File: src/rtl/arith_pkg.sv
// Shared encodings for the sliced add/subtract datapath.
package arith_pkg;

    typedef enum logic [1:0] {
        IDLE = 2'd0,
        CALC = 2'd1,
        DONE = 2'd2
    } state_t;

    localparam logic OP_ADD = 1'b0;
    localparam logic OP_SUB = 1'b1;

endpackage : arith_pkg

File: src/rtl/cla_block.sv
// Combinational carry-lookahead adder slice of BUS_WIDTH bits.
module cla_block #(
    parameter int unsigned BUS_WIDTH = 4
) (
    input  logic [BUS_WIDTH-1:0] i_a,
    input  logic [BUS_WIDTH-1:0] i_b,
    input  logic                 i_cin,
    output logic [BUS_WIDTH-1:0] o_sum,
    output logic                 o_cout
);

    logic [BUS_WIDTH-1:0] w_g;
    logic [BUS_WIDTH-1:0] w_p;
    logic [BUS_WIDTH:0]   w_c;

    assign w_g = i_a & i_b;
    assign w_p = i_a ^ i_b;

    // Each carry is expanded from generate/propagate terms, never from a lower carry.
    always_comb begin
        logic v_acc;
        logic v_prop;
        w_c = '0;
        for (int i = 0; i <= int'(BUS_WIDTH); i++) begin
            v_acc  = 1'b0;
            v_prop = 1'b1;
            for (int j = i - 1; j >= 0; j--) begin
                v_acc  = v_acc | (v_prop & w_g[j]);
                v_prop = v_prop & w_p[j];
            end
            w_c[i] = v_acc | (v_prop & i_cin);
        end
    end

    assign o_sum  = w_p ^ w_c[BUS_WIDTH-1:0];
    assign o_cout = w_c[BUS_WIDTH];

endmodule : cla_block

File: src/rtl/seq_addsub.sv
// Wide adder/subtractor that walks one CHUNK_WIDTH slice per cycle, LSB slice first,
// with valid/ready handshakes on operands and result.
module seq_addsub
    import arith_pkg::*;
#(
    parameter int unsigned DATA_WIDTH  = 32,
    parameter int unsigned CHUNK_WIDTH = 4
) (
    input  logic                  clk,
    input  logic                  rst_n,
    input  logic                  in_valid,
    output logic                  in_ready,
    input  logic                  op,
    input  logic [DATA_WIDTH-1:0] in1,
    input  logic [DATA_WIDTH-1:0] in2,
    output logic                  out_valid,
    input  logic                  out_ready,
    output logic [DATA_WIDTH-1:0] s,
    output logic                  cout,
    output logic                  overflow
);

    localparam int unsigned NUM_CHUNKS = DATA_WIDTH / CHUNK_WIDTH;
    localparam int unsigned IDX_W      = (NUM_CHUNKS > 1) ? $clog2(NUM_CHUNKS) : 1;
    localparam logic [IDX_W-1:0] LAST_IDX = IDX_W'(NUM_CHUNKS - 1);

    generate
        if ((CHUNK_WIDTH == 0) || (DATA_WIDTH % CHUNK_WIDTH != 0)) begin : g_bad_width
            $error("seq_addsub: DATA_WIDTH must be a non-zero multiple of CHUNK_WIDTH");
        end
    endgenerate

    state_t                  r_state;
    logic [DATA_WIDTH-1:0]   r_a;
    logic [DATA_WIDTH-1:0]   r_b;
    logic [DATA_WIDTH-1:0]   r_s;
    logic                    r_carry;
    logic [IDX_W-1:0]        r_idx;
    logic                    r_in_ready;
    logic                    r_out_valid;
    logic                    r_cout;
    logic                    r_ovf;

    logic [CHUNK_WIDTH-1:0]  w_a_slice;
    logic [CHUNK_WIDTH-1:0]  w_b_slice;
    logic [CHUNK_WIDTH-1:0]  w_sum;
    logic                    w_c;
    logic                    w_ovf;

    // Select the operand slice addressed by the current index.
    always_comb begin
        w_a_slice = '0;
        w_b_slice = '0;
        for (int unsigned i = 0; i < NUM_CHUNKS; i++) begin
            if (r_idx == IDX_W'(i)) begin
                w_a_slice = r_a[i*CHUNK_WIDTH +: CHUNK_WIDTH];
                w_b_slice = r_b[i*CHUNK_WIDTH +: CHUNK_WIDTH];
            end
        end
    end

    cla_block #(
        .BUS_WIDTH (CHUNK_WIDTH)
    ) u_cla (
        .i_a    (w_a_slice),
        .i_b    (w_b_slice),
        .i_cin  (r_carry),
        .o_sum  (w_sum),
        .o_cout (w_c)
    );

    // Only meaningful on the top slice, where the operand MSBs live.
    assign w_ovf = (w_a_slice[CHUNK_WIDTH-1] == w_b_slice[CHUNK_WIDTH-1]) &&
                   (w_sum[CHUNK_WIDTH-1] != w_a_slice[CHUNK_WIDTH-1]);

    always_ff @(posedge clk or negedge rst_n) begin
        if (!rst_n) begin
            r_state     <= IDLE;
            r_a         <= '0;
            r_b         <= '0;
            r_s         <= '0;
            r_carry     <= 1'b0;
            r_idx       <= '0;
            r_in_ready  <= 1'b1;
            r_out_valid <= 1'b0;
            r_cout      <= 1'b0;
            r_ovf       <= 1'b0;
        end else begin
            case (r_state)
                IDLE: begin
                    if (in_valid && r_in_ready) begin
                        r_a        <= in1;
                        r_b        <= (op == OP_SUB) ? ~in2 : in2;
                        r_carry    <= op;
                        r_idx      <= '0;
                        r_in_ready <= 1'b0;
                        r_state    <= CALC;
                    end
                end
                CALC: begin
                    for (int unsigned i = 0; i < NUM_CHUNKS; i++) begin
                        if (r_idx == IDX_W'(i)) begin
                            r_s[i*CHUNK_WIDTH +: CHUNK_WIDTH] <= w_sum;
                        end
                    end
                    r_carry <= w_c;
                    if (r_idx == LAST_IDX) begin
                        r_cout      <= w_c;
                        r_ovf       <= w_ovf;
                        r_out_valid <= 1'b1;
                        r_idx       <= '0;
                        r_state     <= DONE;
                    end else begin
                        r_idx <= r_idx + IDX_W'(1);
                    end
                end
                DONE: begin
                    if (out_ready) begin
                        r_out_valid <= 1'b0;
                        r_in_ready  <= 1'b1;
                        r_state     <= IDLE;
                    end
                end
                default: begin
                    r_out_valid <= 1'b0;
                    r_in_ready  <= 1'b1;
                    r_state     <= IDLE;
                end
            endcase
        end
    end

    assign in_ready  = r_in_ready;
    assign out_valid = r_out_valid;
    assign s         = r_s;
    assign cout      = r_cout;
    assign overflow  = r_ovf;

endmodule : seq_addsub

File: config.mk
export PLATFORM = sky130hd
export DESIGN_NAME = seq_addsub
export DESIGN_NICKNAME = d
export VERILOG_FILES = /design/src/rtl/arith_pkg.sv /design/src/rtl/cla_block.sv /design/src/rtl/seq_addsub.sv
export SDC_FILE = /design/constraint.sdc
export NUM_CORES = 1
export LEC_CHECK = 0
export BUFFER_PORTS_ARGS = -buffer_cell sky130_fd_sc_hd__buf_2
export CAP_MARGIN = 10
export CORE_UTILIZATION = 55
export DETAILED_ROUTE_END_ITERATION = 8
export PLACE_DENSITY = 0.88
export REMOVE_ABC_BUFFERS = 1
export SLEW_MARGIN = 20
export SYNTH_ARGS = -nofsm -noshare
export SYNTH_HDL_FRONTEND = slang
export SYNTH_SLANG_ARGS = --single-unit
File: constraint.sdc
create_clock -name clk -period 5.2 [get_ports clk]
set_clock_uncertainty 0.1 [all_clocks]
set_input_delay 0.52 -clock clk [delete_from_list [all_inputs] [get_ports clk]]
set_output_delay 0.52 -clock clk [all_outputs]
set_load 0.05 [all_outputs]
Word-level counts from Yosys, hierarchy flattened
Index checks and enable logic that the tools add are counted.
Widths: inputs -> output; s select.
{ "totals": {"elab_cells": 114, "ff_bits": 106, "input_bits": 69, "out_inout_bits": 36} }
{ "classes": {"add_sub_neg": 1, "eq_ne": 14, "mux": 32, "bitwise": 32, "reduce_logical": 18} }
{ "op_table": {"columns": ["op", "count"], "rows": [
  ["$mux 4", 16],
  ["$mux 32", 1],
  ["$not 32->32", 1],
  ["$reduce_and 2->1", 10],
  ["$and 1x1->1", 16],
  ["$eq 3x3->1 const B", 4],
  ["$or 1x1->1", 10],
  ["$reduce_and 3->1", 3],
  ["$xor 4x4->4", 2],
  ["$eq 3x2->1 const B", 2],
  ["$mux 2", 3],
  ["$mux 3", 2],
  ["$ne 2x2->1 const B", 3],
  ["$pmux 1 s3", 2],
  ["$pmux 2 s3", 1],
  ["$pmux 3 s2", 1],
  ["$mux 1", 5],
  ["$and 4x4->4", 1],
  ["$add 3x1->3 const B", 1],
  ["$eq 3x1->1 const B", 1],
  ["$logic_not 3->1", 1],
  ["$eq 2x1->1 const B", 1],
  ["$eq 2x2->1 const B", 1],
  ["$logic_and 1x1->1", 2],
  ["6 further kinds", 7]
]} }

Depth between registers and ports, before layout
{ "depth": {"depth_word": 17, "mapped_depth": 15, "mapped_depth_nobuf": 13} }

By module
Synthesis repeated with hierarchy kept, for this count alone.
{ "unflattened": {"hier_cells": 499, "hier_area_um2": 5221.3} }
{ "by_module_without_submodules": {"columns": ["module", "area_per_inst_um2", "n_inst", "seq_area_each_um2", "cells_per_inst"], "rows": [
  ["seq_addsub", 5073.6, 1, 2653.8, 482],
  ["cla_block", 147.6, 1, 0.0, 17]
]} }

Least setup slack after synthesis
OpenSTA, ideal clock, no wires.
{ "synth_path": {"path_type": "reg-to-reg", "startpoint": "reg r_idx[2]", "endpoint": "reg r_s[15] (netlist: s[15])", "setup_ps": 134, "t_required_ps": 4966, "stages_incl_launch_ff": 16, "period_less_slack_ps": 3291, "arrival_time_ps": 3056, "slack_ps": 1909, "path_buffers": 2, "cell_sequence": "dfrtp_1 > inv_1 > buf_2 > ha_1 > or2_1 > buf_6 > a21oi_2 > a221o_1 > a21oi_1 > o31ai_1 > ha_1 > a211oi_1 > nor2_1 > or2_2 > xnor2_1 > o21ai_0"} }
{ "synth_between": {"elab_chain_len": 15, "word_cells_on_any_way": 36, "classes_between": "eq/ne: 7; mux: 16; bitwise: 11; reduce/logical: 2"} }
{ "synth_lines": {"columns": ["item", "line_no", "rtl"], "rows": [
  ["start: declaration", "seq_addsub.sv:38", "logic [IDX_W-1:0] r_idx;"],
  ["start signal: assignment", "seq_addsub.sv:114", "r_idx <= r_idx + IDX_W'(1);"],
  ["$logic_not 3->1", "seq_addsub.sv:55", "if (r_idx == IDX_W'(i)) begin"],
  ["$mux 4 (8 in series)", "seq_addsub.sv:55", null],
  ["$xor 4x4->4 or $and 4x4->4 (tied branches)", "cla_block.sv:17, cla_block.sv:16", null],
  ["$and 1x1->1 (on tied branches)", "cla_block.sv:28, cla_block.sv:29", null],
  ["$or 1x1->1, or another cell as far along", "cla_block.sv:28", "v_acc = v_acc | (v_prop & w_g[j]);"],
  ["$or 1x1->1 or $and 1x1->1 (tied branches)", "cla_block.sv:28, cla_block.sv:31", null],
  ["$or 1x1->1", "cla_block.sv:31", "w_c[i] = v_acc | (v_prop & i_cin);"],
  ["$xor 4x4->4", "cla_block.sv:35", "assign o_sum = w_p ^ w_c[BUS_WIDTH-1:0];"],
  ["end signal: indexed assignment", "seq_addsub.sv:103", "r_s[i*CHUNK_WIDTH +: CHUNK_WIDTH] <= w_sum;"],
  ["end: declaration", "seq_addsub.sv:36", "logic [DATA_WIDTH-1:0] r_s;"]
]} }
Parallel ways exist; a longest one is shown, timed or not.
A chain may end at the register's enable or synchronous reset.

Worst setup path in the final report
{ "layout_path": {"startpoint": "reg r_idx[1]", "endpoint": "reg r_s[19] (netlist: s[19])"} }
The elaborated chain is that of the path after synthesis.

==> results by group <==
Drt
  • Final WL: around 11000 um
  • Via count: between 3000 and 4000
  • DRC errors left: 0
  • Wire length on met2: 5235 um
  • Met1 WL: about 5000 um
  • DR pass1 iterations: 4
  • Vias per inst: about 5.5
  • Wire per inst: between 15 and 20 um
  • Uppermost layer routed: met4
  • Routed wl met3: 529 um
  • Drt first-iter violations: 203
  • Antenna Nets Post-Route: 0

Worst setup path
  • RR Startpoint: r_idx[1]$_DFFE_PN0P_
  • Worst Path Arrival: between 4 and 5 ns
  • Critical Path Fanout Max: 34
  • Critical path origin: r_idx[1]$_DFFE_PN0P_
  • CP Launch Type: flip-flop
  • Critical Path RT: 5.34 ns
  • Crit path capture type: flip-flop
  • Worst setup path category: reg2reg

Clock tree
  • Clock Sink Count: 106
  • Post-CTS Setup Bufs: 0
  • Maximum clock path buffer count: 2
  • Root Driver: clkbuf_8
  • Clock transition at path regs: 0.11 ns
  • CTS tree: yes
  • Clock buffer count from CTS: 9
  • Post-CTS Hold Buffers: 0
  • Post-cts repair resize count: 0
  • CTS H-tree depth: 3
  • Worst-skew pair later-pin latency: ~0.38 ns

Timing
  • Fmax: ~0.25 GHz
  • Fin worst setup slack: approximately 1.3 ns
  • Max Slew Vio Count: 0
  • Fin crit share: 75.48%
  • RSZ-0062 raised after global routing: no
  • Final hold violation count: 0
  • # setup viols final: 0
  • Rel. slew slack: about 28%
  • Minimum clock period: about 3.9 ns
  • Worst slew pin tran: 1.087 ns
  • Setup_tns: 0 ns

Finish
  • Layout cells sized above 1: 30.35%
  • Register Area: roughly 2700 sq um
  • Multi-input logic area: about 2300 sq um
  • Leading cell types in the layout, fill and taps excluded: dfrtp_1, buf_2, a21oi_1
  • Area Overhead vs Synth: 13.07%
  • Inserted Diodes: 0
  • Commonest non-fill, non-tap cell in the layout: dfrtp_1
  • Layout net count: ~670
  • FILL cells: between 700 and 800

Place
  • Setup Slack @ Placement: 1.337 ns
  • PortBufs: ~100
  • DP Wirelength: between 7000 and 8000 um
  • Gpl congestion: about 0.85

Logic synthesis
  • Top FF cell, synth: dfrtp_1
  • Number of library cell types mapped by synthesis: 42
  • Yosys top cell area share: about 51%
  • Top post-synthesis cells by area: dfrtp_1, mux2_2, a21oi_1
  • Cells after synthesis: 504
  • Register bit total from synthesis: 106
  • Post-synth EDFFs: 0
  • Synthesized area: 5189 sq um
  • Leading area contributor after synthesis: dfrtp_1
  • Seq/Total Area, Yosys: between 50% and 60%
  • Asr flop ratio synth: 100.0%
  • Syn avg cell area: between 10 and 15 sq um
  • Total number of yosys warnings: 0

GRT
  • First-pass GRT wire length: ~18000 um
  • Vias in the first global route: around 3800
  • Initial antenna violation count: 0
  • Largest net degree at the start of global routing: around 110
  • Gr usage total: between 20% and 30%
  • GR Overflow Total: 0

Pwr
  • PD cells: 717.2 nW/um^2
  • Comb pwr share: a little over half
  • Clock share of power: 11.1%
  • Sequential power share: between 30% and 40%
  • IR Drop Worst-Case VDD: about 330 uV
  • Net Sw Power: about 2 mW
  • Sw frac: around half
  • Internal power: ~2.2 mW
  • Static leakage: approximately 2.7 nW

Floorplanning
  • Ports: between 100 and 150
  • Starting Density: a little under three fifths
  • Die width: 99.13 um
  • Total die area: ~10000 sq um
  • Die H: a little under 100 um
  • Site Rows: 35
  • Core area: 9196 sq um

Flow run
  • Max Cap Viol: 0

Outcome
  • Status: finished clean

Hold path
  • Hold/Removal Path Class: in2async
## cell usage after synthesis (all sizes together) (3+ instances only)
cell type / instances
a21oi: 67
a221o: 7
buf: 26
clkbuf: 8
dfrtp: 105
ha: 10
inv: 12
mux2: 42
nand2: 50
nand3: 3
nor2: 53
nor2b: 8
o21ai: 42
o31ai: 10
xnor2: 32
xor2: 5
## power by group through the flow
stage	Sequential, mW	Clock (mW)	Combinational, mW
4_1_cts	1.45	0.477	2.32
5_1_grt	1.49	0.507	2.51
6_report	1.45	0.467	2.29
2_1_floorplan	1.82	0	1.29
3_5_place_dp	1.46	0	2.30
3_3_place_gp	1.44	0	2.22
## cell families (layout without fill, tap and decap cells)
kind of cell | after synthesis | count (layout) | share of synthesized area (%)
fa+ha+maj | 11 | 11 | 2.797
compound gates | 135 | 135 | 15.46
buf+inv | 46 | 135 | 4.389
flops | 106 | 106 | 51.15
xor+xnor | 37 | 37 | 6.245
simple gates | 127 | 127 | 10.85
mux | 42 | 42 | 9.115
## per-stage QoR
| stage | power, mW | util, % | cells | area, sq um | hold slack, ns |
|---|---|---|---|---|---|
| 2_1_floorplan | 3.110 | - | 470 | 5006 | 0.1244 |
| 3_3_place_gp | 3.663 | 61.88 | 688 | 5690 | 0.3578 |
| 3_5_place_dp | 3.767 | 61.88 | 688 | 5690 | 0.3663 |
| 4_1_cts | 4.237 | 63.80 | 704 | 5867 | 0.07803 |
| 5_1_grt | 4.506 | 63.80 | 704 | 5867 | 0.09885 |
| 6_report | 4.207 | 63.80 | 704 | 5867 | 0.05598 |
## area by class of cell
type | instances | share of cell area (%)
flip-flops and latches | 106 | 45.23
multi-input cells | 352 | 39.33
repair buffers | 107 | 9.298
well taps | 111 | 2.367
clock buffers | 10 | 2.175
clock inverters | 6 | 0.8317
inverters | 12 | 0.7678
## registers in the layout, indices dropped and copies added, names as in the netlist
register	flops
cout	1
in_ready	1
out_valid	1
overflow	1
r_a	32
r_b	32
r_carry	1
r_idx	3
r_state	2
s	32
## path summary, 6_finish.rpt
| path | end | depth (start not counted) | slack, ns |
|---|---|---|---|
| setup / recovery | s[19]$_DFFE_PN0P_ | 13 | 1.27 |
| hold / removal | r_a[24]$_DFFE_PN0P_ | 1 | 0.06 |
| setup reg to reg | s[19]$_DFFE_PN0P_ | 13 | 1.27 |
| hold reg to reg | s[13]$_DFFE_PN0P_ | 2 | 0.39 |
| max in group asynchronous | r_idx[2]$_DFFE_PN0P_ | 2 | 3.79 |
| min in group clk | r_a[9]$_DFFE_PN0P_ | 3 | 0.25 |
## layer usage
layer  vias up  GRT usage [%]
li1       1883              -
met1      1889          34.03
met2       118          38.30
met3        16          4.146
met4         0          7.014
met5         -              0
## critical path, cell delays in order, from the launching register on
cell and delay [ns]:
dfrtp_1 0.42, inv_1 0.12, ha_1 0.83, a21oi_1 0.17, o21ai_0 0.12, a221o_1 0.17
a21oi_1 0.06, o31ai_1 0.39, ha_1 0.33, a211oi_1 0.21, nor2_1 0.09, or2_2 0.31
xnor2_1 0.30, o21ai_0 0.15
No activity file was read; power rests on OpenSTA's default activity.
